==> src/rtl/i2c_slave_byte_engine.sv <==
// I2C slave bit engine: synchronises SCL/SDA, detects START/STOP, matches the
// device address, shifts bytes in/out and drives ACK/NACK on open-drain SDA.
module i2c_slave_byte_engine #(
  parameter logic [6:0] SLAVE_ADDR  = 7'h50,
  parameter int         SYNC_STAGES = 2,
  parameter int         FOUND_WAIT  = 2
) (
  input  logic       Clk,
  input  logic       Reset,
  input  logic       SCL,
  input  logic       SDA_In,
  output logic       SDA_OutEn,
  output logic [7:0] WrData,
  input  logic [7:0] RdData,
  output logic       Enable,
  output logic       Mode,
  output logic       RorW,
  input  logic       AddressFound,
  output logic       Busy
);

  typedef enum logic [3:0] {
    IDLE, DEV_ADDR, DEV_ACK, MEM_ADDR, ADDR_WAIT, MEM_ACK,
    WRITE, WRITE_ACK, READ_LOAD, READ, READ_ACK
  } state_t;

  state_t state;

  logic [SYNC_STAGES-1:0] scl_sy, sda_sy;
  logic       scl_d, sda_d;
  logic       scl_s, sda_s;
  logic       scl_rise, scl_fall, start_c, stop_c;
  logic [3:0] bitcnt;
  logic [7:0] shreg;
  logic [7:0] byte_in;
  logic [7:0] wcnt;
  logic [1:0] ld;
  logic       ph;
  logic       ack_bit;
  logic       byte_done;

  assign scl_s     = scl_sy[SYNC_STAGES-1];
  assign sda_s     = sda_sy[SYNC_STAGES-1];
  assign scl_rise  = scl_s & ~scl_d;
  assign scl_fall  = ~scl_s & scl_d;
  assign start_c   = scl_s & scl_d & sda_d & ~sda_s;
  assign stop_c    = scl_s & scl_d & ~sda_d & sda_s;
  assign byte_in   = {shreg[6:0], sda_s};
  assign byte_done = scl_rise && (bitcnt == 4'd7);

  // Synchronisers reset to the idle-bus level so reset release
  // never looks like a START or STOP.
  always_ff @(posedge Clk or posedge Reset) begin
    if (Reset) begin
      scl_sy <= '1;
      sda_sy <= '1;
      scl_d  <= 1'b1;
      sda_d  <= 1'b1;
    end else begin
      scl_sy <= {scl_sy[SYNC_STAGES-2:0], SCL};
      sda_sy <= {sda_sy[SYNC_STAGES-2:0], SDA_In};
      scl_d  <= scl_s;
      sda_d  <= sda_s;
    end
  end

  always_ff @(posedge Clk or posedge Reset) begin
    if (Reset) begin
      state     <= IDLE;
      SDA_OutEn <= 1'b0;
      WrData    <= 8'h00;
      Enable    <= 1'b0;
      Mode      <= 1'b0;
      RorW      <= 1'b0;
      Busy      <= 1'b0;
      bitcnt    <= 4'd0;
      shreg     <= 8'h00;
      wcnt      <= 8'd0;
      ld        <= 2'd0;
      ph        <= 1'b0;
      ack_bit   <= 1'b0;
    end else begin
      Enable <= 1'b0;
      if (start_c) begin
        state     <= DEV_ADDR;
        bitcnt    <= 4'd0;
        SDA_OutEn <= 1'b0;
        ph        <= 1'b0;
      end else if (stop_c) begin
        state     <= IDLE;
        SDA_OutEn <= 1'b0;
        Busy      <= 1'b0;
      end else begin
        case (state)
          IDLE: ;
          DEV_ADDR, MEM_ADDR, WRITE: begin
            if (scl_rise) begin
              shreg  <= byte_in;
              bitcnt <= bitcnt + 4'd1;
            end
            if (byte_done) begin
              bitcnt <= 4'd0;
              ph     <= 1'b0;
              unique case (1'b1)
                state == DEV_ADDR: begin
                  if (byte_in[7:1] == SLAVE_ADDR) begin
                    RorW    <= byte_in[0];
                    Busy    <= 1'b1;
                    ack_bit <= 1'b1;
                    state   <= DEV_ACK;
                  end else begin
                    state <= IDLE;
                  end
                end
                state == MEM_ADDR: begin
                  WrData <= byte_in;
                  Mode   <= 1'b0;
                  Enable <= 1'b1;
                  wcnt   <= 8'd1;
                  state  <= ADDR_WAIT;
                end
                default: begin
                  WrData  <= byte_in;
                  Mode    <= 1'b1;
                  RorW    <= 1'b0;
                  Enable  <= 1'b1;
                  ack_bit <= 1'b1;
                  state   <= WRITE_ACK;
                end
              endcase
            end
          end
          ADDR_WAIT: begin
            if (wcnt >= 8'(FOUND_WAIT)) begin
              ack_bit <= AddressFound;
              state   <= MEM_ACK;
            end else begin
              wcnt <= wcnt + 8'd1;
            end
          end
          // First fall after bit 8 opens the ACK slot, second closes it.
          DEV_ACK, MEM_ACK, WRITE_ACK: begin
            if (scl_fall) begin
              if (!ph) begin
                ph        <= 1'b1;
                SDA_OutEn <= ack_bit;
              end else begin
                ph        <= 1'b0;
                SDA_OutEn <= 1'b0;
                ld        <= 2'd0;
                unique case (1'b1)
                  state == DEV_ACK: state <= RorW ? READ_LOAD : MEM_ADDR;
                  state == MEM_ACK: begin
                    state <= ack_bit ? WRITE : IDLE;
                    Busy  <= ack_bit;
                  end
                  default: state <= WRITE;
                endcase
              end
            end
          end
          READ_LOAD: begin
            unique case (ld)
              2'd0: begin
                Enable <= 1'b1;
                Mode   <= 1'b1;
                RorW   <= 1'b1;
                ld     <= 2'd1;
              end
              2'd1: ld <= 2'd2;
              default: begin
                shreg     <= RdData;
                SDA_OutEn <= ~RdData[7];
                bitcnt    <= 4'd0;
                ld        <= 2'd0;
                state     <= READ;
              end
            endcase
          end
          READ: begin
            if (scl_rise) begin
              bitcnt <= bitcnt + 4'd1;
            end else if (scl_fall) begin
              if (bitcnt == 4'd8) begin
                SDA_OutEn <= 1'b0;
                state     <= READ_ACK;
              end else if (bitcnt != 4'd0) begin
                shreg     <= {shreg[6:0], 1'b0};
                SDA_OutEn <= ~shreg[6];
              end
            end
          end
          READ_ACK: begin
            if (scl_rise) begin
              if (sda_s) begin
                state <= IDLE;
                Busy  <= 1'b0;
              end else begin
                bitcnt <= 4'd9;
              end
            end else if (scl_fall && bitcnt == 4'd9) begin
              ld    <= 2'd0;
              state <= READ_LOAD;
            end
          end
          default: state <= IDLE;
        endcase
      end
    end
  end

endmodule

==> config.mk <==
export PLATFORM = sky130hd
export DESIGN_NAME = i2c_slave_byte_engine
export DESIGN_NICKNAME = d
export VERILOG_FILES = /design/src/rtl/i2c_slave_byte_engine.sv
export SDC_FILE = /design/constraint.sdc
export NUM_CORES = 1
export LEC_CHECK = 0
export ABC_AREA = 1
export BUFFER_PORTS_ARGS = -buffer_cell sky130_fd_sc_hd__buf_2
export CAP_MARGIN = 25
export CORE_MARGIN = 2
export CORE_UTILIZATION = 39
export DETAILED_ROUTE_END_ITERATION = 6
export GPL_TIMING_DRIVEN = 1
export MAX_ROUTING_LAYER = met4
export SLEW_MARGIN = 5
export SYNTH_ARGS = -nofsm -noshare
export SYNTH_HDL_FRONTEND = slang
export SYNTH_SLANG_ARGS = --single-unit
==> constraint.sdc <==
create_clock -name Clk -period 1.8 [get_ports Clk]
set_clock_uncertainty 0.05 [all_clocks]
set_input_delay 0.36 -clock Clk [delete_from_list [all_inputs] [get_ports Clk]]
set_output_delay 0.36 -clock Clk [all_outputs]
set_load 0.005 [all_outputs]
==> qor.csv, run 1 <==
stage;metric;value;unit
routing;drc;0;
layout;n_fill_cell;734;
logic_synthesis;synthTopCellsByArea;dfrtp_1 36%, nand2_1 16%, inv_1 6.3%;
routing;routedWlPerCell;13.5;um
clock_tree;clkTransAtPathRegs;0.09;ns
run_status;status;finished clean;
worst_setup_path;required;1.95;ns
layout;area_growth;24.5;%
sta;slew_headroom;0.757;
placement;place_area;3280;um^2
power;p_clk_frac;0.217;
routing;first_iter_violations;151;
layout;num-nets-final;472;
logic_synthesis;synth_seq_cells;46;
layout;multi_input_area;1520;um^2
power;pwr-share-comb;0.289;
sta;final_hold_viol_count;0;
logic_synthesis;ys.flop_type;dfrtp_1;
logic_synthesis;synth_edf_count;0;
worst_setup_path;cp-start-kind;register;
sta;fin_tns_setup;0;ns
global_routing;grtUsageTotal;0.206;
logic_synthesis;synth_area_leader_cell;dfrtp_1;
clock_tree;cts_inserted_buffers;5;
worst_setup_path;crit_fanout;6;
layout;seq_area;1160;um^2
clock_tree;tritoncts;done;
routing;drt-pass1-iter-count;6;
logic_synthesis;yosysMostFrequentCell;nand2_1;
routing;postRouteAntennaNets;0;
logic_synthesis;yosysWarnings;0;
worst_setup_path;arrival;1.93;ns
clock_tree;clock_latency;0.30;ns
power;total_power;0.00281;W
sta;slew_viol_final;0;
logic_synthesis;ys_seq_area_frac;0.412;
power;ir_drop;453;uV
power;intPower;0.00181;W
die;die-height;88.9;um
worst_setup_path;worst-setup-path-type;register to register;
power;p_sw;0.00100;W
routing;vias;2774;
layout;drive_above_1_share;0.286;
sta;fin_crit;1.78;ns
clock_tree;cts.sinks;46;
global_routing;antenna_found_initial;0;
sta;fmax;0.561;GHz
flow_run;drv_cap;0;
routing;wirelength;7.44;mm
clock_tree;clockRootBuffer;clkbuf_8;
global_routing;grt_overflow_total;0;
power;p_leak;1.83;nW
logic_synthesis;syn_area_per_cell;7.14;um^2
logic_synthesis;synth_top_area_share;0.356;
die;ios;26;
worst_hold_path;hp-class;primary input to register;
die;die_x;88.9;um
logic_synthesis;synth_nets;412;
clock_tree;clock_path_buffers;2;
layout;num_antenna_cells;0;
global_routing;grt_first_pass_wirelength;12.3;mm
placement;gp_congestion;0.957;
logic_synthesis;synth.distinct_cells;31;
logic_synthesis;async_reset_ff_frac;1.00;
placement;dp.final_hpwl;5.69;mm
routing;avgViaCountPerCell;5.04;
power;p_seq_frac;0.494;
power;powerDensity;802;nW/um^2
die;row_count;30;
clock_tree;h-tree-depth;2;
die;dieArea;7910;um^2
layout;utilization;0.507;
global_routing;grt_max_degree;33;
sta;setup_violations;0;
sta;tightest_slew;0.363;ns
die;core_area;6910;um^2
logic_synthesis;synth_common_cells;118 x nand2_1, 47 x inv_1, 46 x nor2_1;
placement;port_buffers;25;
power;switching_share;0.357;
die;start_util;0.407;
global_routing;grt_pass1_vias;2685;
worst_setup_path;cp-end-kind;register;
layout;fin_area;3500;um^2
logic_synthesis;netlist_area;2810;um^2
sta;finalCritPeriodShare;0.991;
logic_synthesis;synthCells;394;
sta;rsz0062_at_grt;yes;
sta;holdWs;0.0993;ns
stage by stage:
step	cells	setup WS, ns
6_report	550	0.0163
5_1_grt	550	-0.0711
4_1_cts	547	0.00266
3_5_place_dp	539	-0.0293
3_3_place_gp	539	-0.0101
2_1_floorplan	394	0.102
layout by cell type, fill, tap and decap left out, types with 3 or more instances in the layout:
cell	netlist	routed
inv_1	47	43
buf_2	2	25
nand3_1	31	30
buf_12	0	3
nand2_2	7	13
dfrtp_2	0	3
a21oi_1	6	5
nor2_4	2	5
clkbuf_8	0	5
o21ai_0	32	27
buf_4	0	29
nor2_2	4	11
dfrtp_1	40	37
o21ai_2	9	8
nand4_1	5	5
nor2_1	46	36
dfstp_2	6	6
ha_1	5	5
nand2_1	118	112
inv_2	6	10
o21ai_1	8	13
metal layers:
metal / routed length, um / part of all wire / track usage
met1: 3290 / 0.44 / 0.254
met2: 3440 / 0.46 / 0.334
met3: 483 / 0.065 / 0.0369
met4: 228 / 0.031 / 0.0855
met5: 0 / 0 / -
power by group through the flow:
stage / Clock [W] / Combinational, W / Sequential, W
4_1_cts: 0.000640 / 0.000803 / 0.00139
2_1_floorplan: 0 / 0.000570 / 0.00136
5_1_grt: 0.000685 / 0.000950 / 0.00141
3_5_place_dp: 0 / 0.000794 / 0.00141
6_report: 0.000611 / 0.000812 / 0.00139
3_3_place_gp: 0 / 0.000772 / 0.00140
what timing repair did:
action,in CTS,in global routing
resized for setup,4,34
cloned,0,0
buffers inserted,0,3
pin swaps,0,8
endpoints found under the hold margin,10,0
hold buffers,1,0
endpoints found under the setup margin,12,36
final cells by class:
class / count / area share
Sequential cell: 46 / 0.332
Clock buffer: 5 / 0.0196
Inverter: 53 / 0.0568
Tap cell: 96 / 0.0343
Multi-Input combinational cell: 289 / 0.434
Clock inverter: 2 / 0.00286
Timing Repair Buffer: 59 / 0.121
cell families (layout without fill, tap and decap cells):
group / Yosys count / in the layout / share of synthesized area
simple gates: 222 / 222 / 0.351
compound gates: 60 / 60 / 0.123
buf+inv: 59 / 119 / 0.0849
flops: 46 / 46 / 0.412
fa+ha+maj: 5 / 5 / 0.0222
mux: 2 / 2 / 0.00711
worst paths after layout:
| kind | start | end | slack [ns] | depth (start not counted) |
|---|---|---|---|---|
| worst min-delay path | SCL | scl_sy[0] | 0.1 | 1 |
| min in group asynchronous | Reset | bitcnt[1] | 0.53 | 3 |
| max in group asynchronous | Reset | sda_sy[1] | 0.63 | 4 |
| worst max-delay path | state[2] | state[1] | 0.02 | 8 |
| worst min register to register | sda_sy[0] | sda_sy[1] | 0.31 | 0 |
| worst max register to register | state[2] | state[1] | 0.02 | 8 |
critical path: stages (launching register included):
cell and delay, ns:
dfrtp_2 0.45, buf_6 0.14, nor2_4 0.18, nand3b_1 0.23, nand2_1 0.14, nand2_2 0.13, and2_1 0.17, nand3_1 0.12
nand2_1 0.07
state kept, by name (all words and copies together) (netlist names):
signal,cells
ph,1
scl_d,1
scl_sy,2
RorW,1
bitcnt,4
state,4
Mode,1
sda_sy,2
ack_bit,1
shreg,7
sda_d,1
ld,2
wcnt,8
Enable,1
Busy,1
WrData,8
SDA_OutEn,1
Note: power is estimated with default switching activity, not from simulation.
==> inputs of run 2 (changes only) <==
- CORE_ASPECT_RATIO: unset -> 0.5
==> run 2 against run 1 <==
Compared with the run above:
- cell count is 2.7% higher
- critical path type unchanged
- fmax is 2.1% higher
- critical endpoint unchanged
- register-to-register slack better by 0.04 ns
- sequential share of layout area is 2.4 points lower
- sequential power hardly changed
- combinational power is 17% higher
- non-clock buffer count is 18 higher
- routed wire length is 1.4% higher
- sequential cell count stayed put
- worst hold slack worse by 0.051 ns
==> qor.csv, run 2 (same netlist as run 1, synthesis figures left out) <==
stage;metric;value;unit;change
routing;wirelength;7.54;mm;+1.4%
routing;avgViaCountPerCell;4.87;;-3.4%
die;row_count;21;;-30%
placement;port_buffers;25;;unchanged
worst_setup_path;r2r-start;state[2];;
sta;holdWs;0.0485;ns;-0.0508 ns
worst_setup_path;worst-path-buf-inv;1;;unchanged
worst_setup_path;cp-end-kind;register;;
worst_setup_path;cpPeakStageDelay;0.45;ns;about the same
placement;place_inst;550;;+2.0%
global_routing;grtUsageTotal;0.207;;+0.000793
worst_setup_path;crit_fanout;6;;unchanged
worst_setup_path;cp_slowest_cell;dfrtp_2;;
worst_setup_path;crit_chain;buf_4 -> nor2_4 -> nand3b_1 -> nand2_1 -> nand2_2 -> and2_1 -> nand3_1 -> nand2_1;;
power;total_power;0.00327;W;+16%
sta;slew_headroom;0.820;;+0.0625
clock_tree;cts_inserted_buffers;5;;unchanged
worst_setup_path;cp-start-kind;register;;
worst_hold_path;hp-class;primary input to async pin;;
layout;num_antenna_cells;0;;unchanged
power;p_seq_frac;0.429;;-0.065
power;switching_share;0.329;;-0.0286
clock_tree;tritoncts;done;;
power;p_clk_frac;0.281;;+0.064
layout;fin_area;3780;um^2;+7.9%
clock_tree;clock_latency;0.28;ns;-0.02 ns
sta;fin_crit;1.75;ns;-0.0371 ns
routing;postRouteAntennaNets;0;;unchanged
power;p_leak;1.96;nW;+7.2%
clock_tree;cts.sinks;46;;unchanged
sta;slew_viol_final;0;;unchanged
sta;fin_tns_setup;0;ns;unchanged
worst_setup_path;required;1.92;ns;-0.03 ns
power;ir_drop;421;uV;-7.2%
routing;first_iter_violations;195;;+29%
worst_setup_path;arrival;1.87;ns;-0.06 ns
global_routing;antenna_found_initial;0;;unchanged
flow_run;drv_cap;0;;unchanged
worst_setup_path;critPathTopFamily;simple AND/OR/NAND/NOR gates;;
die;core_area;6830;um^2;-1.1%
clock_tree;clkTransAtPathRegs;0.06;ns;-0.03 ns
sta;setup_violations;0;;unchanged
worst_setup_path;ff2ff_setup_slack;0.05;ns;+0.04 ns
die;ios;26;;unchanged
clock_tree;hold_buffers;0;;-1
placement;dp.final_hpwl;5.77;mm;+1.3%
layout;final_common_cell;nand2_1;;
power;intPower;0.00220;W;+22%
layout;drive_above_1_share;0.332;;+0.0456
clock_tree;h-tree-depth;2;;unchanged
die;die-height;64.1;um;-28%
layout;layoutNonFillerInstCount;565;;+2.7%
layout;n_fill_cell;679;;-7.5%
die;die_x;124;um;+40%
sta;rsz0062_at_grt;yes;;
layout;layout_common_cells;108 x nand2_1, 45 x buf_4, 43 x inv_1, 37 x dfrtp_1, 37 x nor2_1;;
sta;final_hold_viol_count;0;;unchanged
die;start_util;0.412;;+0.00448
placement;place_area;3400;um^2;+3.7%
placement;gp_congestion;0.899;;-6.0%
sta;finalCritPeriodShare;0.970;;-0.0206
clock_tree;clock_path_buffers;2;;unchanged
routing;drc;0;;unchanged
global_routing;grt_first_pass_wirelength;12.2;mm;-1.0%
routing;drt-pass1-iter-count;4;;-2
run_status;status;finished clean;;
worst_setup_path;crit_path_frequent_cell;nand2_1;;
worst_setup_path;worst-setup-path-type;register to register;;
power;p_sw;0.00108;W;+7.1%
global_routing;grt_max_degree;47;;+42%
global_routing;grt_overflow_total;0;;unchanged
die;dieArea;7950;um^2;+0.53%
layout;top_regs;WrData: 8 flops, wcnt: 8 flops, shreg: 7 flops;;
routing;vias;2753;;-0.76%
global_routing;grt_pass1_vias;2497;;-7.0%
worst_setup_path;reg2reg_depth;8;;unchanged
sta;tightest_slew;0.267;ns;-0.0961 ns
power;pwr-share-comb;0.290;;about the same
worst_setup_path;timing.rr.end;state[1];;
power;powerDensity;865;nW/um^2;+7.8%
clock_tree;clockRootBuffer;clkbuf_16;;
layout;num-nets-final;490;;+3.8%
sta;fmax;0.573;GHz;+2.1%
routing;routedWlPerCell;13.3;um;-1.3%
layout;area_growth;34.4;%;
## run 2: cell count changes in the layout (fill, tap and decap cells not counted), sizes merged
| cell | change |
|---|---|
| clkbuf | +4 |
| dlygate4sd3 | -1 |
| clkinv | -2 |
| buf | +18 |
## run 2: final cells by class
class | count | area (um^2) | area share
multi-input combinational | 289 | 1570 | 0.416
sequential | 46 | 1160 | 0.307
timing repair buffer | 77 | 584 | 0.155
inverter | 53 | 201 | 0.0533
clock buffer | 8 | 146 | 0.0387
tap | 92 | 115 | 0.0304
## run 2: how the worst max path moves through the flow
stage,start,end,slack (ns),cells after the start
after detailed placement,scl_sy[1],state[3],-0.06,10
after floorplan,sda_sy[1],wcnt[0],0.10,9
after global placement,sda_sy[1],ld[1],-0.04,10
final,state[2],state[1],0.05,8
after CTS,state[3],RorW,0.007,10
after global routing,bitcnt[1],wcnt[2],-0.07,10
## run 2: repair_timing
item	in CTS	in global routing
setup buffers	0	5
pin swaps	0	11
cloned	0	2
setup endpoints to repair	8	38
resized for setup	6	48
## run 2: power by group through the flow
stage | clock (W) | sequential [W] | combinational [W]
final | 0.000921 | 0.00140 | 0.000947
after detailed placement | 0 | 0.00141 | 0.000853
after global routing | 0.00100 | 0.00143 | 0.00108
after floorplan | 0 | 0.00136 | 0.000570
after global placement | 0 | 0.00140 | 0.000845
after CTS | 0.000952 | 0.00140 | 0.000861
## run 2: metrics by stage
step,setup slack [ns],utilization
finish,0.0533,0.553
global route,-0.0744,0.553
CTS,0.00652,0.522
detailed placement,-0.0595,0.498
global placement,-0.0385,0.498
floorplan,0.102,-
## run 2: metal layers
| metal | vias up | global-route usage | routed length, um |
|---|---|---|---|
| met3 | 4 | 0.0446 | 430 |
| met5 | - | - | 0 |
| li1 | 1425 | - | - |
| met2 | 55 | 0.294 | 3170 |
| met4 | 0 | 0.0435 | 20 |
| met1 | 1269 | 0.301 | 3920 |
## run 2: worst register-to-register path: cells and delay by family, from the launching register on
family	cells	cell delay, ns
buf+inv	1	0.16
simple gates	7	0.97
flops	1	0.45
==> inputs of run 3 (changes only) <==
- RECOVER_POWER: unset -> 100
==> run 3 against run 2 <==
Compared with the run above:
- first-iteration DRC count did not move
- count of clock-buffer cells in the layout did not move
- combinational power fell by 0.5%
- cell count did not move
- power fell by 0.16%
- sequential cell count did not move
- clock power barely moved
- setup slack barely moved
- register-to-register slack barely moved
- critical endpoint unchanged
- worst hold slack improved by 0.071 ns
==> qor.csv, run 3 (same netlist as run 1, synthesis figures left out) <==
stage;metric;value;unit;change
sta;fin_ws;0.0534;ns;+0.0000720 ns
sta;finalCritPeriodShare;0.970;;about the same
die;row_count;21;;unchanged
worst_hold_path;hold_end;scl_sy[0];;
die;dieArea;7950;um^2;unchanged
global_routing;grtUsageTotal;0.207;;unchanged
sta;slew_viol_final;0;;unchanged
routing;routedWlPerCell;13.3;um;about the same
clock_tree;clockRootBuffer;clkbuf_16;;
global_routing;antenna_found_initial;0;;unchanged
layout;num_antenna_cells;0;;unchanged
power;intPower;0.00219;W;-0.19%
run_status;status;finished clean;;
sta;final_hold_viol_count;0;;unchanged
layout;final_common_cell;nand2_1;;
worst_setup_path;timing.rr.end;state[1];;
clock_tree;tritoncts;done;;
layout;fin_area;3770;um^2;-0.40%
worst_setup_path;critPathTopFamily;simple AND/OR/NAND/NOR gates;;
die;start_util;0.412;;unchanged
flow_run;drv_cap;0;;unchanged
layout;drive_above_1_share;0.330;;-0.00211
routing;wirelength;7.54;mm;about the same
worst_hold_path;hp-class;primary input to register;;
worst_setup_path;crit_chain;buf_4 -> nor2_4 -> nand3b_1 -> nand2_1 -> nand2_2 -> and2_1 -> nand3_1 -> nand2_1;;
power;ir_drop;421;uV;about the same
layout;num-nets-final;490;;unchanged
power;p_clk_frac;0.282;;about the same
sta;fin_tns_setup;0;ns;unchanged
routing;drc;0;;unchanged
routing;vias;2754;;+0.036%
worst_hold_path;hold_path_startpoint;SCL;;
clock_tree;clock_path_buffers;2;;unchanged
worst_setup_path;cp-end-kind;register;;
power;pwr-share-comb;0.288;;-0.002
worst_setup_path;cp_slowest_cell;dfrtp_2;;
worst_setup_path;ff2ff_setup_slack;0.05;ns;about the same
sta;setup_violations;0;;unchanged
clock_tree;cts.sinks;46;;unchanged
global_routing;grt_pass1_vias;2497;;unchanged
power;p_leak;1.96;nW;-0.21%
global_routing;grt_first_pass_wirelength;12.2;mm;unchanged
clock_tree;clock_latency;0.28;ns;about the same
clock_tree;h-tree-depth;2;;unchanged
global_routing;grt_max_degree;47;;unchanged
sta;slew_headroom;0.229;;-0.591
worst_setup_path;cpPeakStageDelay;0.45;ns;about the same
sta;holdWs;0.120;ns;+0.0711 ns
worst_setup_path;cp-start-kind;register;;
routing;avgViaCountPerCell;4.87;;about the same
layout;seq_area;1160;um^2;unchanged
worst_setup_path;worst-path-buf-inv;1;;unchanged
placement;port_buffers;25;;unchanged
global_routing;grt_overflow_total;0;;unchanged
routing;first_iter_violations;195;;unchanged
power;total_power;0.00327;W;-0.16%
die;ios;26;;unchanged
placement;place_ws;-0.0595;ns;unchanged
power;p_sw;0.00107;W;about the same
routing;postRouteAntennaNets;0;;unchanged
die;die-height;64.1;um;unchanged
sta;tightest_slew;1.16;ns;+0.890 ns
die;die_x;124;um;unchanged
worst_setup_path;reg2reg_depth;8;;unchanged
sta;fmax;0.573;GHz;about the same
worst_setup_path;required;1.92;ns;about the same
worst_setup_path;r2r-start;state[2];;
worst_setup_path;crit_fanout;6;;unchanged
placement;dp.final_hpwl;5.77;mm;unchanged
power;p_seq_frac;0.430;;about the same
layout;layout_common_cells;108 x nand2_1, 45 x buf_4, 44 x inv_1, 37 x dfrtp_1, 37 x nor2_1;;
placement;place_area;3400;um^2;unchanged
power;switching_share;0.329;;about the same
clock_tree;clkTransAtPathRegs;0.06;ns;about the same
clock_tree;cts_inserted_buffers;5;;unchanged
clock_tree;hold_buffers;0;;unchanged
die;core_area;6830;um^2;unchanged
layout;n_fill_cell;681;;+0.29%
layout;area_growth;33.8;%;
sta;fin_crit;1.75;ns;-0.0000720 ns
worst_setup_path;worst-setup-path-type;register to register;;
worst_setup_path;arrival;1.87;ns;about the same
routing;drt-pass1-iter-count;4;;unchanged
power;powerDensity;867;nW/um^2;+0.24%
layout;multi_input_area;1570;um^2;unchanged
placement;gp_congestion;0.899;;unchanged
layout;top_regs;WrData: 8 flops, wcnt: 8 flops, shreg: 7 flops;;
worst_setup_path;crit_path_frequent_cell;nand2_1;;
worst_hold_path;hold_depth;1;;
sta;rsz0062_at_grt;yes;;
[run 3: cell count changes in the layout (fill, tap and decap cells not counted), sizes merged]
cell | previous run | this run
clkbuf | 9 | 10
buf | 76 | 75
[run 3: how the worst max path moves through the flow]
stage | from | end | cells past startpoint
final | state[2] | state[1] | 8
after global routing | bitcnt[1] | wcnt[2] | 10
after CTS | state[3] | RorW | 10
after detailed placement | scl_sy[1] | state[3] | 10
after global placement | sda_sy[1] | ld[1] | 10
after floorplan | sda_sy[1] | wcnt[0] | 9
[run 3: metal layers]
layer	wire, um	global-route usage
met3	422	0.0446
met2	3170	0.294
met5	0	-
met1	3920	0.301
met4	20	0.0435
[run 3: stage by stage]
stage | utilization | instances
final | 0.551 | 565
after global routing | 0.551 | 565
after CTS | 0.522 | 558
after detailed placement | 0.498 | 550
after global placement | 0.498 | 550
after floorplan | - | 394
[run 3: final cells by class]
| cell class | count | share of cell area |
|---|---|---|
| timing repair buffer | 77 | 0.151 |
| clock buffer | 8 | 0.0389 |
| multi-input combinational | 289 | 0.417 |
| inverter | 53 | 0.0535 |
| tap | 92 | 0.0306 |
| sequential | 46 | 0.309 |
[run 3: power groups by stage]
stage	Combinational (W)	Sequential [W]	Clock, W
final	0.000942	0.00140	0.000921
after CTS	0.000861	0.00140	0.000952
after global routing	0.00108	0.00143	0.00100
after global placement	0.000845	0.00140	0
after detailed placement	0.000853	0.00141	0
after floorplan	0.000570	0.00136	0
[run 3: what timing repair did]
action	4_1_cts	5_1_grt
resized for setup	6	48
endpoints found under the setup margin	8	38
pin swaps	0	11
buffers inserted	0	5
cloned	0	2
